===== src/rtl/seg_display_scheduler_if.sv =====
// Game-side bundle for the score/display scheduler: score inputs from game logic
// and the digit-scan outputs toward the segment decoder and anode pins.
interface seg_display_scheduler_if;
    logic        score_signal;
    logic [3:0]  get_score;
    logic        game_end;
    logic        clr_score;
    logic [3:0]  selected;
    logic [3:0]  digit_val;
    logic        blank;
    logic [15:0] score_bcd;

    modport master (
        output score_signal, get_score, game_end, clr_score,
        input  selected, digit_val, blank, score_bcd
    );

    modport slave (
        input  score_signal, get_score, game_end, clr_score,
        output selected, digit_val, blank, score_bcd
    );
endinterface


===== src/rtl/seg_display_scheduler.sv =====
// Owns the 4-digit BCD score and time-multiplexes it onto a shared seven-segment
// decoder with leading-zero blanking and a game-over blink.
module seg_display_scheduler #(
    parameter int SCAN_DIV    = 50000,
    parameter int BLINK_TICKS = 256
) (
    input logic                    clk,
    input logic                    rst,
    seg_display_scheduler_if.slave bus
);
    localparam int SW = $clog2(SCAN_DIV);
    localparam int BW = (BLINK_TICKS > 1) ? $clog2(BLINK_TICKS) : 1;
    localparam logic [SW-1:0] SCAN_LAST  = SW'(SCAN_DIV - 1);
    localparam logic [BW-1:0] BLINK_LAST = BW'(BLINK_TICKS - 1);

    logic          s1_r, s2_r, s3_r;
    logic          event_s;
    logic [15:0]   score_r;
    logic [SW-1:0] scan_cnt_r;
    logic          tick_s;
    logic [1:0]    idx_r;
    logic [BW-1:0] blink_cnt_r;
    logic          phase_on_r;
    logic          phase_on_s;
    logic [3:0]    sel_r, val_r;
    logic          blank_r;
    logic [3:0]    sel_nx_s, val_nx_s, en_s, nib_s;
    logic          blank_nx_s, suppress_s;

    // Decimal add with per-digit carry; points above 9 saturate to 9, result wraps mod 10000.
    function automatic logic [15:0] bcd_add(input logic [15:0] acc, input logic [3:0] pts);
        logic [15:0] sum;
        logic [4:0]  dig;
        logic [3:0]  p;
        logic        carry;
        p     = (pts > 4'd9) ? 4'd9 : pts;
        carry = 1'b0;
        sum   = 16'd0;
        for (int i = 0; i < 4; i++) begin
            dig = {1'b0, acc[4*i +: 4]} + {1'b0, ((i == 0) ? p : 4'd0)} + {4'd0, carry};
            if (dig > 5'd9) begin
                dig   = dig - 5'd10;
                carry = 1'b1;
            end else begin
                carry = 1'b0;
            end
            sum[4*i +: 4] = dig[3:0];
        end
        return sum;
    endfunction

    assign event_s    = s2_r & ~s3_r;
    assign tick_s     = (scan_cnt_r == SCAN_LAST);
    // Once game_end drops the display is forced back on even if the phase flop lags a cycle.
    assign phase_on_s = ~bus.game_end | phase_on_r;

    // Score-event synchronizer and score accumulator (clear > freeze > add).
    always_ff @(posedge clk or negedge rst) begin
        if (!rst) begin
            s1_r    <= 1'b0;
            s2_r    <= 1'b0;
            s3_r    <= 1'b0;
            score_r <= 16'd0;
        end else begin
            s1_r <= bus.score_signal;
            s2_r <= s1_r;
            s3_r <= s2_r;
            if (bus.clr_score) begin
                score_r <= 16'd0;
            end else if (bus.game_end) begin
                score_r <= score_r;
            end else if (event_s) begin
                score_r <= bcd_add(score_r, bus.get_score);
            end else begin
                score_r <= score_r;
            end
        end
    end

    // Select the nibble and anode pattern for the slot about to be shown.
    always_comb begin
        en_s       = 4'b1111;
        nib_s      = 4'd0;
        suppress_s = 1'b0;
        sel_nx_s   = 4'b1111;
        val_nx_s   = 4'd0;
        blank_nx_s = 1'b1;
        case (idx_r)
            2'd0: begin en_s = 4'b0111; nib_s = score_r[3:0];   suppress_s = 1'b0; end
            2'd1: begin en_s = 4'b1011; nib_s = score_r[7:4];   suppress_s = (score_r[15:4]  == 12'd0); end
            2'd2: begin en_s = 4'b1101; nib_s = score_r[11:8];  suppress_s = (score_r[15:8]  == 8'd0);  end
            2'd3: begin en_s = 4'b1110; nib_s = score_r[15:12]; suppress_s = (score_r[15:12] == 4'd0);  end
            default: begin en_s = 4'b1111; nib_s = 4'd0; suppress_s = 1'b1; end
        endcase
        if (suppress_s || !phase_on_s) begin
            sel_nx_s   = 4'b1111;
            val_nx_s   = 4'd0;
            blank_nx_s = 1'b1;
        end else begin
            sel_nx_s   = en_s;
            val_nx_s   = nib_s;
            blank_nx_s = 1'b0;
        end
    end

    // Scan divider, digit rotation, registered display outputs and blink phase.
    always_ff @(posedge clk or negedge rst) begin
        if (!rst) begin
            scan_cnt_r  <= '0;
            idx_r       <= 2'd0;
            sel_r       <= 4'b1111;
            val_r       <= 4'd0;
            blank_r     <= 1'b1;
            blink_cnt_r <= '0;
            phase_on_r  <= 1'b1;
        end else begin
            if (tick_s) begin
                scan_cnt_r <= '0;
                idx_r      <= idx_r + 2'd1;
                sel_r      <= sel_nx_s;
                val_r      <= val_nx_s;
                blank_r    <= blank_nx_s;
            end else begin
                scan_cnt_r <= scan_cnt_r + SW'(1);
            end
            if (!bus.game_end) begin
                blink_cnt_r <= '0;
                phase_on_r  <= 1'b1;
            end else if (tick_s) begin
                if (blink_cnt_r == BLINK_LAST) begin
                    blink_cnt_r <= '0;
                    phase_on_r  <= ~phase_on_r;
                end else begin
                    blink_cnt_r <= blink_cnt_r + BW'(1);
                end
            end else begin
                blink_cnt_r <= blink_cnt_r;
            end
        end
    end

    assign bus.selected  = sel_r;
    assign bus.digit_val = val_r;
    assign bus.blank     = blank_r;
    assign bus.score_bcd = score_r;
endmodule


===== src/flat_wrapper.sv =====
// flat-port wrapper written by rule: the top's interface ports become plain ports
module seg_display_scheduler_flat 
#(
    parameter int SCAN_DIV    = 50000,
    parameter int BLINK_TICKS = 256
)
  (clk, rst, bus_score_signal, bus_get_score, bus_game_end, bus_clr_score, bus_selected, bus_digit_val, bus_blank, bus_score_bcd);
  seg_display_scheduler_if bus_i ();
  input logic clk;
  input logic rst;
  input wire logic [$bits(bus_i.score_signal)-1:0] bus_score_signal;
  input wire logic [$bits(bus_i.get_score)-1:0] bus_get_score;
  input wire logic [$bits(bus_i.game_end)-1:0] bus_game_end;
  input wire logic [$bits(bus_i.clr_score)-1:0] bus_clr_score;
  output wire logic [$bits(bus_i.selected)-1:0] bus_selected;
  output wire logic [$bits(bus_i.digit_val)-1:0] bus_digit_val;
  output wire logic [$bits(bus_i.blank)-1:0] bus_blank;
  output wire logic [$bits(bus_i.score_bcd)-1:0] bus_score_bcd;
  assign bus_i.score_signal = bus_score_signal;
  assign bus_i.get_score = bus_get_score;
  assign bus_i.game_end = bus_game_end;
  assign bus_i.clr_score = bus_clr_score;
  assign bus_selected = bus_i.selected;
  assign bus_digit_val = bus_i.digit_val;
  assign bus_blank = bus_i.blank;
  assign bus_score_bcd = bus_i.score_bcd;
  seg_display_scheduler #(.SCAN_DIV(SCAN_DIV), .BLINK_TICKS(BLINK_TICKS)) u_core (.clk(clk), .rst(rst), .bus(bus_i));
endmodule

===== config.mk =====
export PLATFORM = sky130hd
export DESIGN_NAME = seg_display_scheduler_flat
export DESIGN_NICKNAME = d
export VERILOG_FILES = /design/src/rtl/seg_display_scheduler_if.sv /design/src/rtl/seg_display_scheduler.sv /design/src/flat_wrapper.sv
export SDC_FILE = /design/constraint.sdc
export NUM_CORES = 1
export LEC_CHECK = 0
export ABC_CLOCK_PERIOD_IN_PS = 9000
export CAP_MARGIN = 25
export CORE_MARGIN = 3
export CORE_UTILIZATION = 51
export DETAILED_ROUTE_END_ITERATION = 6
export GPL_TIMING_DRIVEN = 1
export HOLD_SLACK_MARGIN = 0.06
export MAX_ROUTING_LAYER = met4
export PLACE_DENSITY_LB_ADDON = 0.3
export SLEW_MARGIN = 10
export SYNTH_ARGS = -nofsm -noshare
export SYNTH_HDL_FRONTEND = slang
export SYNTH_SLANG_ARGS = --single-unit

===== constraint.sdc =====
create_clock -name clk -period 9 [get_ports clk]
set_input_delay 1.8 -clock clk [delete_from_list [all_inputs] [get_ports clk]]
set_output_delay 1.8 -clock clk [all_outputs]
set_load 0.005 [all_outputs]

==> results_dict.tcl <==
set metrics [dict create \
    cts_tree "yes" \
    grt_setup_unrepaired "false" \
    final_common_cell "dfrtp_1" \
    initialDrtViolationCount 200 \
    avgSynthCellArea_um2 9.60 \
    holdCritPathClass "reg -> reg" \
    antenna_found_initial 0 \
    pwr-share-seq_pct 59.8 \
    finalCritPeriodShare_pct 89.9 \
    ctsHoldBuffers 0 \
    core-area_um2 6170 \
    dp.cells 442 \
    grt_first_pass_wirelength_um 12200 \
    fin_skew_ps 7.20 \
    synth_seq_area_share_pct 41.1 \
    io_buffers 33 \
    vias 2676 \
    synth_edf_count 0 \
    gp_congestion 0.896 \
    drt_wl_total_um 7150 \
    hpwl_um 5230 \
    clkPwrFrac_pct 33.4 \
    cp.arrival_ps 8300 \
    clkTransAtPathRegs_ps 100 \
    setup_viol 0 \
    drv_slew 0 \
    yosysWarnings 0 \
    die-area_um2 7620 \
    relSlewSlack_pct 35.7 \
    slowest_stage "clkdlybuf4s50_1" \
    die_w_um 87.3 \
    nets 408 \
    regArea_um2 1380 \
    drc 0 \
    die_y_um 87.3 \
    cts_repair_resize_count 0 \
    finalNonFillerCells 451 \
    grt_usage_pct 20.7 \
    layout-drive-gt1-share_pct 6.65 \
    power_density_nw_per_um2 109 \
    ys_async_sr_fraction_pct 100 \
    clock-root-buffer "clkbuf_8" \
    syn_to_final_growth_pct 13.4 \
    status "completed" \
    firstDrtPassIters 5 \
    tns_ps 0 \
    ioPinCount 34 \
    intPower_mw 0.316 \
    p_sw_mw 0.103 \
    postCtsSetupRepairBufs 0 \
    rows 28 \
    worstRegToRegCells 26 \
    wl_per_cell_um 15.8 \
    peakVddDrop_v 0.000104 \
    clock.fmax_ghz 0.124 \
    finalCriticalPeriod_ps 8090 \
    cp_max_fo 8 \
    timing.rr.end "u_core.bus.score_bcd[15]$_DFFE_PN0P_" \
    worstSetupPathType "in -> reg" \
    cts_sinks 55 \
    power_leakage_nw 1.65 \
    synth_nets 384 \
    start_util_pct 54.7 \
    mappedNetlistArea_um2 3370 \
    grt_overflow 0 \
    final_antenna_net_count 0 \
    layout_common_cells "dfrtp_1 (49), clkdlybuf4s50_1 (32), nand2_1 (29)" \
    insertedDiodeCount 0 \
    end_kind "flop" \
    ys_ff_latch 55 \
    synthFlopType "dfrtp_1" \
    hold_start "u_core.s1_r$_DFF_PN0_" \
    clock_latency_ps 320 \
    cts-buffers-inserted 5 \
    htreeDepth 2 \
    r2r-start "u_core.bus.score_bcd[0]$_DFFE_PN0P_" \
    comb_power_share_pct 6.8 \
    grt_max_degree 56 \
    swShare_pct 24.6 \
    min_to "u_core.s2_r$_DFF_PN0_" \
    worst_pin_slew_ps 961 \
    required_ps 9210 \
    worst_path_most_repeated_cell "ha_1" \
    cts_buffer_depth 2 \
    r2r_slack_ps 2650 \
    fillers 533 \
    first_global_vias 2673 \
    slowest_delay_ps 520 \
    min_path_cells 0 \
    synth_cell_types 57 \
    finalHoldViolations 0 \
    cap_violations 0 \
    multiInputGateArea_um2 1860 \
    viasPerCell 5.93 \
    syn_inst 351 \
    startpoint_type "input port" \
]
## power by group through the flow
stage	clock, mW	combinational, mW	sequential (mW)
2_1_floorplan	0	0.0144	0.255
3_3_place_gp	0	0.0276	0.255
3_5_place_dp	0	0.0282	0.255
4_1_cts	0.141	0.0284	0.250
5_1_grt	0.154	0.0326	0.251
6_report	0.140	0.0283	0.250
## worst max-delay path by stage
stage	from	end	slack [ps]	depth (start not counted)
4_1_cts	bus_get_score[3]	u_core.bus.score_bcd[15]$_DFFE_PN0P_	960	27
5_1_grt	bus_get_score[1]	u_core.bus.score_bcd[15]$_DFFE_PN0P_	330	29
3_3_place_gp	bus_get_score[3]	u_core.bus.score_bcd[15]$_DFFE_PN0P_	960	28
2_1_floorplan	bus_get_score[3]	u_core.bus.score_bcd[15]$_DFFE_PN0P_	1690	27
3_5_place_dp	bus_get_score[3]	u_core.bus.score_bcd[15]$_DFFE_PN0P_	640	29
6_report	bus_get_score[3]	u_core.bus.score_bcd[15]$_DFFE_PN0P_	910	29
## through the flow
step           setup WS (ps)  util, %  area [um^2]  hold WS [ps]  total power, mW
3_5_place_dp             635     60.5         3730           335            0.283
3_3_place_gp             961     60.5         3730           335            0.282
5_1_grt                  333     62.0         3820           373            0.437
2_1_floorplan           1690        -         3370           331            0.269
4_1_cts                  957     61.9         3810           359            0.420
6_report                 909     62.0         3820           358            0.418
## flip-flops by register name, indices dropped and copies added (netlist names)
name and flops:
u_core.s1_r 1, u_core.scan_cnt_r 16, u_core.blink_cnt_r 8, u_core.bus.digit_val 4, u_core.bus.blank 1, u_core.idx_r 2, u_core.bus.score_bcd 16, u_core.phase_on_r 1
u_core.bus.selected 4, u_core.s2_r 1, u_core.s3_r 1
## logic make-up after synthesis
group / count (synthesis) / share of synthesized area [%]
flip-flops: 55 / 41.1
AO/OA/AOI/OAI: 78 / 16.3
XOR/XNOR: 28 / 7.28
buffers and inverters: 33 / 4.12
multiplexers: 6 / 1.78
adder cells (fa/ha/maj): 24 / 9.13
AND/OR/NAND/NOR: 127 / 20.3
## cells in the mapped netlist (8+ instances only)
cell type | count | area share [%]
a21oi_1 | 10 | 1.5
a22o_1 | 8 | 2.1
clkbuf_1 | 17 | 1.9
dfrtp_1 | 49 | 36
ha_1 | 23 | 8.5
inv_1 | 14 | 1.6
nand2_1 | 29 | 3.2
nand2b_1 | 10 | 1.9
nand3_1 | 13 | 1.9
nor2_1 | 28 | 3.1
o21ai_0 | 18 | 2.7
o31ai_1 | 8 | 1.8
xnor2_1 | 17 | 4.4
xor2_1 | 11 | 2.9
## layer usage
| layer | track usage (%) | vias up | share of wire, % |
|---|---|---|---|
| met3 | 3.69 | 13 | 4.7 |
| met5 | - | - | 0 |
| li1 | - | 1309 | - |
| met1 | 26.5 | 1278 | 46 |
| met2 | 33.3 | 76 | 47 |
| met4 | 6.69 | 0 | 1.4 |
## critical path, delay by kind of cell
| kind | cells | cell delay, ps |
|---|---|---|
| buf+inv | 5 | 860 |
| simple gates | 5 | 1260 |
| xor+xnor | 2 | 600 |
| fa+ha+maj | 9 | 2700 |
| compound gates | 8 | 1100 |
## area by class of cell
type	count	share of cell area, %
timing repair buffer	36	9.10
multi-input combinational	263	48.6
clock buffer	5	1.80
inverter	14	1.37
clock inverter	3	0.491
sequential	55	36.2
tap	75	2.45
Note: power is estimated with default switching activity, not from simulation.
